===== config.mk =====
export PLATFORM = sky130hd
export DESIGN_NAME = tile_packer
export DESIGN_NICKNAME = d
export VERILOG_FILES = /design/src/rtl/accelerator_config_pkg.sv /design/src/rtl/tile_packer.sv
export SDC_FILE = /design/constraint.sdc
export NUM_CORES = 1
export LEC_CHECK = 0
export ABC_CLOCK_PERIOD_IN_PS = 2650
export CAP_MARGIN = 20
export CELL_PAD_IN_SITES_DETAIL_PLACEMENT = 1
export CELL_PAD_IN_SITES_GLOBAL_PLACEMENT = 2
export CORE_MARGIN = 4
export CORE_UTILIZATION = 30
export CTS_BUF_LIST = sky130_fd_sc_hd__clkbuf_4
export CTS_CLUSTER_SIZE = 20
export DETAILED_ROUTE_END_ITERATION = 16
export PLACE_DENSITY = 0.92
export SYNTH_ARGS = -nofsm -noshare
export SYNTH_HDL_FRONTEND = slang
export SYNTH_SLANG_ARGS = --single-unit

===== constraint.sdc =====
create_clock -name clk -period 2.65 [get_ports clk]
set_input_delay 0.265 -clock clk [delete_from_list [all_inputs] [get_ports clk]]
set_output_delay 0.265 -clock clk [all_outputs]
set_load 0.05 [all_outputs]

===== src/rtl/accelerator_config_pkg.sv =====
// Shared accelerator configuration: element/tile geometry and the tile packer state encoding.
package accelerator_config_pkg;

  localparam int DATA_WIDTH = 8;
  localparam int TILE_ELEMS = 4;
  localparam int TILE_WIDTH = DATA_WIDTH * TILE_ELEMS;

  typedef enum logic [1:0] {
    ST_IDLE  = 2'd0,
    ST_FILL  = 2'd1,
    ST_FLUSH = 2'd2,
    ST_DONE  = 2'd3
  } tile_packer_state_t;

endpackage


===== src/rtl/tile_packer.sv =====
// Packs a stream of elements into tiles and writes each tile to a selected buffer.
// Build option TILE_PACKER_ZERO_PAD_EN: clear unfilled lanes of a final partial tile.
//
// state | meaning
// IDLE  | waiting for start
// FILL  | accepting elements into the current tile
// FLUSH | tile write strobe, no elements accepted
// DONE  | one-cycle completion pulse
module tile_packer #(
  parameter int DATA_WIDTH   = accelerator_config_pkg::DATA_WIDTH,
  parameter int TILE_ELEMS   = accelerator_config_pkg::TILE_ELEMS,
  parameter int BUFFER_COUNT = 2,
  parameter int LEN_WIDTH    = 16,
  localparam int BUF_W       = (BUFFER_COUNT > 1) ? $clog2(BUFFER_COUNT) : 1,
  localparam int TILE_W      = TILE_ELEMS * DATA_WIDTH
) (
  input  logic                  clk,
  input  logic                  reset,
  input  logic                  start,
  input  logic [BUF_W-1:0]      dest_buffer,
  input  logic [LEN_WIDTH-1:0]  length,
  input  logic                  in_valid,
  input  logic [DATA_WIDTH-1:0] in_data,
  output logic                  in_ready,
  output logic                  write_enable,
  output logic [TILE_W-1:0]     write_data,
  output logic [BUF_W-1:0]      write_buffer,
  output logic                  reset_indices_enable,
  output logic [BUF_W-1:0]      reset_indices_buffer,
  output logic                  busy,
  output logic                  done
);

  import accelerator_config_pkg::*;

  localparam int LANE_W = (TILE_ELEMS > 1) ? $clog2(TILE_ELEMS) : 1;
  localparam logic [LANE_W-1:0] LAST_LANE = LANE_W'(TILE_ELEMS - 1);

  tile_packer_state_t   r_state;
  tile_packer_state_t   w_state_next;
  logic [LEN_WIDTH-1:0] r_remaining;
  logic [LANE_W-1:0]    r_lane;
  logic [TILE_W-1:0]    r_tile;
  logic [TILE_W-1:0]    w_tile_next;
  logic [BUF_W-1:0]     r_buf;
  logic                 r_first;
  logic                 w_accept;
  logic                 w_tile_end;

  assign w_accept   = in_valid && in_ready;
  assign w_tile_end = (r_lane == LAST_LANE) || (r_remaining == LEN_WIDTH'(1));

  always_ff @(posedge clk or posedge reset) begin
    if (reset) begin
      r_state <= ST_IDLE;
    end else begin
      r_state <= w_state_next;
    end
  end

  always_comb begin
    w_state_next = r_state;
    unique case (r_state)
      ST_IDLE: begin
        if (start) begin
          w_state_next = (length != '0) ? ST_FILL : ST_DONE;
        end
      end
      ST_FILL: begin
        if (w_accept && w_tile_end) begin
          w_state_next = ST_FLUSH;
        end
      end
      ST_FLUSH: begin
        w_state_next = (r_remaining != '0) ? ST_FILL : ST_DONE;
      end
      ST_DONE: begin
        w_state_next = ST_IDLE;
      end
      default: begin
        w_state_next = ST_IDLE;
      end
    endcase
  end

  always_comb begin
    in_ready             = 1'b0;
    write_enable         = 1'b0;
    reset_indices_enable = 1'b0;
    busy                 = 1'b0;
    done                 = 1'b0;
    unique case (r_state)
      ST_IDLE: begin
        busy = 1'b0;
      end
      ST_FILL: begin
        busy     = 1'b1;
        in_ready = (r_remaining != '0);
      end
      ST_FLUSH: begin
        busy                 = 1'b1;
        write_enable         = 1'b1;
        reset_indices_enable = r_first;
      end
      ST_DONE: begin
        busy = 1'b1;
        done = 1'b1;
      end
      default: begin
        busy = 1'b0;
      end
    endcase
  end

  // Lane 0 of each tile optionally starts from a cleared tile; otherwise stale lanes persist.
  always_comb begin
    w_tile_next = r_tile;
`ifdef TILE_PACKER_ZERO_PAD_EN
    if (r_lane == '0) begin
      w_tile_next = '0;
    end
`endif
    w_tile_next[int'(r_lane)*DATA_WIDTH +: DATA_WIDTH] = in_data;
  end

  always_ff @(posedge clk or posedge reset) begin
    if (reset) begin
      r_remaining <= '0;
      r_lane      <= '0;
      r_tile      <= '0;
      r_buf       <= '0;
      r_first     <= 1'b0;
    end else begin
      if ((r_state == ST_IDLE) && start) begin
        r_remaining <= length;
        r_buf       <= dest_buffer;
        r_lane      <= '0;
        r_first     <= 1'b1;
      end
      if (w_accept) begin
        r_tile <= w_tile_next;
        if (r_remaining != '0) begin
          r_remaining <= r_remaining - 1'b1;
        end
        r_lane <= (r_lane == LAST_LANE) ? '0 : r_lane + 1'b1;
      end
      if (r_state == ST_FLUSH) begin
        r_first <= 1'b0;
        r_lane  <= '0;
      end
    end
  end

  assign write_data           = r_tile;
  assign write_buffer         = r_buf;
  assign reset_indices_buffer = r_buf;

endmodule


Word level (Yosys, flattened, before mapping)
Cells that the tools add are included.
Storage, ports and cells
  output and inout bits: 39
  bits in registers: 54
  input bits: 29
  word-level logic and storage cells: 49
Cells by class
  add/subtract/negate cells: 3
  shifts and indexed selects: 2
  eq/ne operators: 7
  mux-type cells: 20
  reduce and logical (&&, ||, !) cells: 11
Operators by type and width (number)
  two-way mux 16 bit: 3
  negation 5 -> 33 bit: 1
  variable shift 8 x 33 -> 32 bit, first input constant: 1
  indexed part select 8 x 33 -> 32 bit: 1
  bitwise mux 32 bit: 1
  nonzero test 16 bit: 2
  equality test 16 x 1 -> 1 bit, second input constant: 1
  two-way mux 2 bit: 8
  subtractor 16 x 1 -> 16 bit, second input constant: 1
  case mux 2 bit (4 select lines): 1
  equality test 2 bit, second input constant: 3
  two-way mux 1 bit: 6
  != test 2 bit, second input constant: 2
  logical AND 1 bit: 3
  nonzero test 3 bit: 1
  OR reduction 3 bit: 1
  adder 2 x 1 -> 2 bit, second input constant: 1
  equality test 2 x 1 -> 1 bit, second input constant: 1
  logical NOT 2 bit: 1
  case mux 1 bit (2 select lines): 1
  AND reduction 2 bit: 1
  nonzero test 2 bit: 1
  logical OR 1 bit: 1

Logic depth before layout (Yosys ltp)
  depth in word-level cells: 6
  mapped depth: 10
  gate-level depth less buffers: 7

Worst setup path after synthesis
OpenSTA, ideal clock, no wires.
  kind: register to register
  start point: register r_remaining[0]
  end point: register r_remaining[10]
  required time: 2.531 ns
  setup time: 0.119 ns
  arrival: 1.797 ns
  cell stages (with the launch flop): 10
  path buffers: 2
  path slack: 0.734 ns
  path through: dfrtp_1 inv_1 ha_1 nor4b_1 nand4_2 buf_6 a21o_1 buf_6 o21a_1 o21a_1
Between the ends
  cells in the longest elaborated chain, start to end: 4
  elaborated cells on any way between the ends: 6
  classes of those cells: 1 x add/sub; 3 x mux; 2 x reduce/logical
RTL lines
  start: declaration: line tile_packer.sv:41  | logic [LEN_WIDTH-1:0] r_remaining;
  start signal: assignment: line tile_packer.sv:135  | r_remaining <= length;
  start signal: assignment: line tile_packer.sv:143  | r_remaining <= r_remaining - 1'b1;
  parallel branches: the longest is 3 deep, another holds subtractor 16 x 1 -> 16 bit
  two-way mux 16 bit *: line tile_packer.sv:140  | if (w_accept) begin
Every way passes the cells marked *.
A chain may end at the register's enable or synchronous reset.

Worst setup path in the final report
  start point: register r_remaining[0]
  end point: output port in_ready
Between the ends
  cells in the longest elaborated chain, start to end: 2
RTL lines
  nonzero test 16 bit: line tile_packer.sv:98  | in_ready = (r_remaining != '0);
  two-way mux 1 bit: line tile_packer.sv:92  | unique case (r_state)
  end: declaration: line tile_packer.sv:24  | output logic in_ready,
No other way between the ends.

==> impl_results.md <==
* Core Util, Final at 0.407
* Nets at 411
* CP Capture Type: output port
* Met2 Use GR at 0.242
* Fin. Hold Viols at 0
* Reg2reg path depth at 7
* Synth Warn # at 0
* Clock sinks at 54
* CTS tree: yes
* Post-synth top area share at 0.485
* Clock Skew at 0.00804 ns
* Diode count at 0
* Fin. max-slew vios at 0
* Syn Nets at 347
* Fin crit share at 0.934
* Synth top area cells: dfrtp_1, nand3_1, inv_1, o21ai_0, ha_1
* GRT Max-Usage Layer: met2
* DRT antenna net count at 0
* H-Tree Depth at 2
* GR Util All Layers at 0.143
* Synthesized cell area at 0.00279 sq mm
* Cts hold-fix bufs at 0
* Dpl hpwl at 5.87 mm
* WL/cell at 16.3 um
* Number of global-route vias before repair at 2462
* Iter 0 DRT Violations at 80
* Max VDD drop at 0.000292 V
* Initial core utilization at 0.314
* Worst slew margin at 0.533
* Yosys cell types at 43
* WS Path Type: flip-flop to output port
* Outcome: completed
* First-pass GRT wire length at 12.9 mm
* Hold Path Class: primary input to asynchronous set/reset pin
* Crit path DAT at 2.21 ns
* CTS Buf Count at 5
* TNS Setup at 0 ns
* RSZ-0062 raised after global routing: no
* Rows at 34
* Fmax at 404 MHz
* CTS Root Cell: clkbuf_4
* Pwr dens at 1110 mW/mm^2
* Clock tree buffer depth at 2
* P_leak at 1.52 nW
* FILL cells at 1048
* Placed cell areas at 0.00351 sq mm
* Seq/Total Area, Yosys at 0.485
* Initial antenna violation count at 0
* Post-CTS setup buffers at 0
* Register area at 0.00135 sq mm
* Area growth syn-to-layout at 29.7%
* Via Count at 2497
* Startpoint types: flip-flop
* Mean post-synth cell area at 8.97 sq um
* Critical path startpoint: r_remaining[0]$_DFF_PP0_
* Post-Layout Inst Area at 0.00362 sq mm
* M3 GR Usage at 0.0248
* CP Capture Point: in_ready
* Synth Register Bits at 54
* Die ar. at 0.0109 sq mm
* Total power at 0.00401 W
* Pre-antenna DRT Iters at 4
* Final WL at 7.90 mm
* Met1 usage at 0.194
* Crit path max fanout at 9
* Cells after Synth at 311
* Data required, critical path at 2.38 ns
* Worst r2r src: r_remaining[0]$_DFF_PP0_
* R2R Setup Slk at 0.30 ns
* GR Overflow Total at 0
* Max-cap viol count at 0
* Worst-margin pin slew at 0.701 ns
* Die Width at 104 um
* # DRC at 0
* Final setup fails at 0
* Routability cong. at 0.796
* RR Endpoint: r_remaining[7]$_DFF_PP0_
* Hold WS at 0.385 ns
* Worst-path clk slew at 0.16 ns
* Via density at 5.16
* Die Y at 104 um
* Core ar. at 0.00889 sq mm
* Largest net degree at the start of global routing at 55
* Area of the multi-input gates at 0.00115 sq mm
* Worst skew pair latency at 0.38 ns
* Post-CTS Resized at 0
* I/O Pins at 68
* Tmin final at 2.48 ns
* Largest area contributor in the netlist: dfrtp_1
* PortBufs at 67
* Layout cells sized above 1 at 0.0691
[through the flow]
| stage | worst slack (ns) | instances |
|---|---|---|
| 2_1_floorplan | 0.734 | 311 |
| 3_3_place_gp | 0.443 | 473 |
| 3_5_place_dp | 0.237 | 473 |
| 4_1_cts | 0.0553 | 481 |
| 5_1_grt | 0.00923 | 484 |
| 6_report | 0.175 | 484 |
[worst min path at each step]
stage | end | depth (start not counted) | from
after floorplan | reset_indices_buffer$_DFFE_PP0P_ | 2 | dest_buffer
after global placement | r_first$_DFFE_PP0P_ | 2 | r_first$_DFFE_PP0P_
after detailed placement | r_first$_DFFE_PP0P_ | 2 | r_first$_DFFE_PP0P_
after CTS | r_remaining[2]$_DFF_PP0_ | 3 | reset
after global routing | reset_indices_buffer$_DFFE_PP0P_ | 3 | dest_buffer
final | write_data[30]$_DFFE_PP0P_ | 3 | reset
[registers in the layout, indices dropped and copies added, names as in the netlist]
name                  count
r_state                   2
r_first                   1
r_remaining              16
write_data               32
reset_indices_buffer      1
r_lane                    2
[synth_stat cells (all sizes together)]
library cell and n:
a211o 1, a221o 1, nand2 17, nor4 8
or3 1, o32ai 1, and3 6, mux2i 1
nand3 44, a21o 1, a21oi 10, ha 7
a31oi 2, nor3 9, o22ai 6, a41o 1
nor3b 3, and2 6, o21a 7, inv 47
clkbuf 4, o31ai 1, nor2b 1, nor4b 1
buf 13, or4 1, o221a 4, o21ai 37
nor2 10, a311oi 2, o211ai 1, dfrtp 54
nand2b 1, nand4 2
[kinds of logic (layout without fill, tap and decap cells)]
family / count (synthesis) / in the layout / share of synthesized area
muxes: 1 / 1 / 0.00359
adders and majority gates: 7 / 7 / 0.0314
DFF: 54 / 54 / 0.485
AOI/OAI and AO/OA: 75 / 75 / 0.165
and+or+nand+nor: 110 / 110 / 0.213
buffers and inverters: 64 / 129 / 0.102
[layout make-up]
cell class                 instances  area share
sequential                        54       0.373
multi-input combinational        193       0.318
timing repair buffer              74       0.199
inverter                          47      0.0488
tap                              108      0.0373
clock buffer                       6      0.0124
clock inverter                     2      0.0104
[worst max-delay path, cell delays in order, from the launching register on]
cell and delay (ns):
dfrtp_1 0.48, inv_1 0.12, ha_1 0.15, nor4b_1 0.33, nand4_2 0.31, and2_1 0.27, buf_4 0.18
[power by group]
part           switching, W  internal (W)
clock              0.000275      0.000210
combinational       0.00139      0.000721
sequential         0.000283       0.00113
[placed cells by master, fill, tap and decap left out, drive strengths merged]
cell,count
nor3,9
nand4,2
or4,1
o31ai,1
o21a,7
o211ai,1
clkinvlp,1
a31oi,2
o221a,4
clkbuf,6
o22ai,6
dfrtp,54
nor2,10
o21ai,37
nand3,44
nor3b,3
and2,6
a211o,1
nor4,8
o32ai,1
ha,7
nor4b,1
and3,6
a221o,1
a41o,1
nor2b,1
a311oi,2
clkdlybuf4s50,66
mux2i,1
buf,8
bufinv,1
nand2b,1
a21o,1
a21oi,10
inv,47
nand2,17
or3,1
[per-layer routing]
layer,vias to the layer above,routed length [um]
met3,5,370
li1,1202,-
met4,0,45
met1,1227,3620
met2,63,3860
met5,-,0
Note: power is estimated with default switching activity, not from simulation.
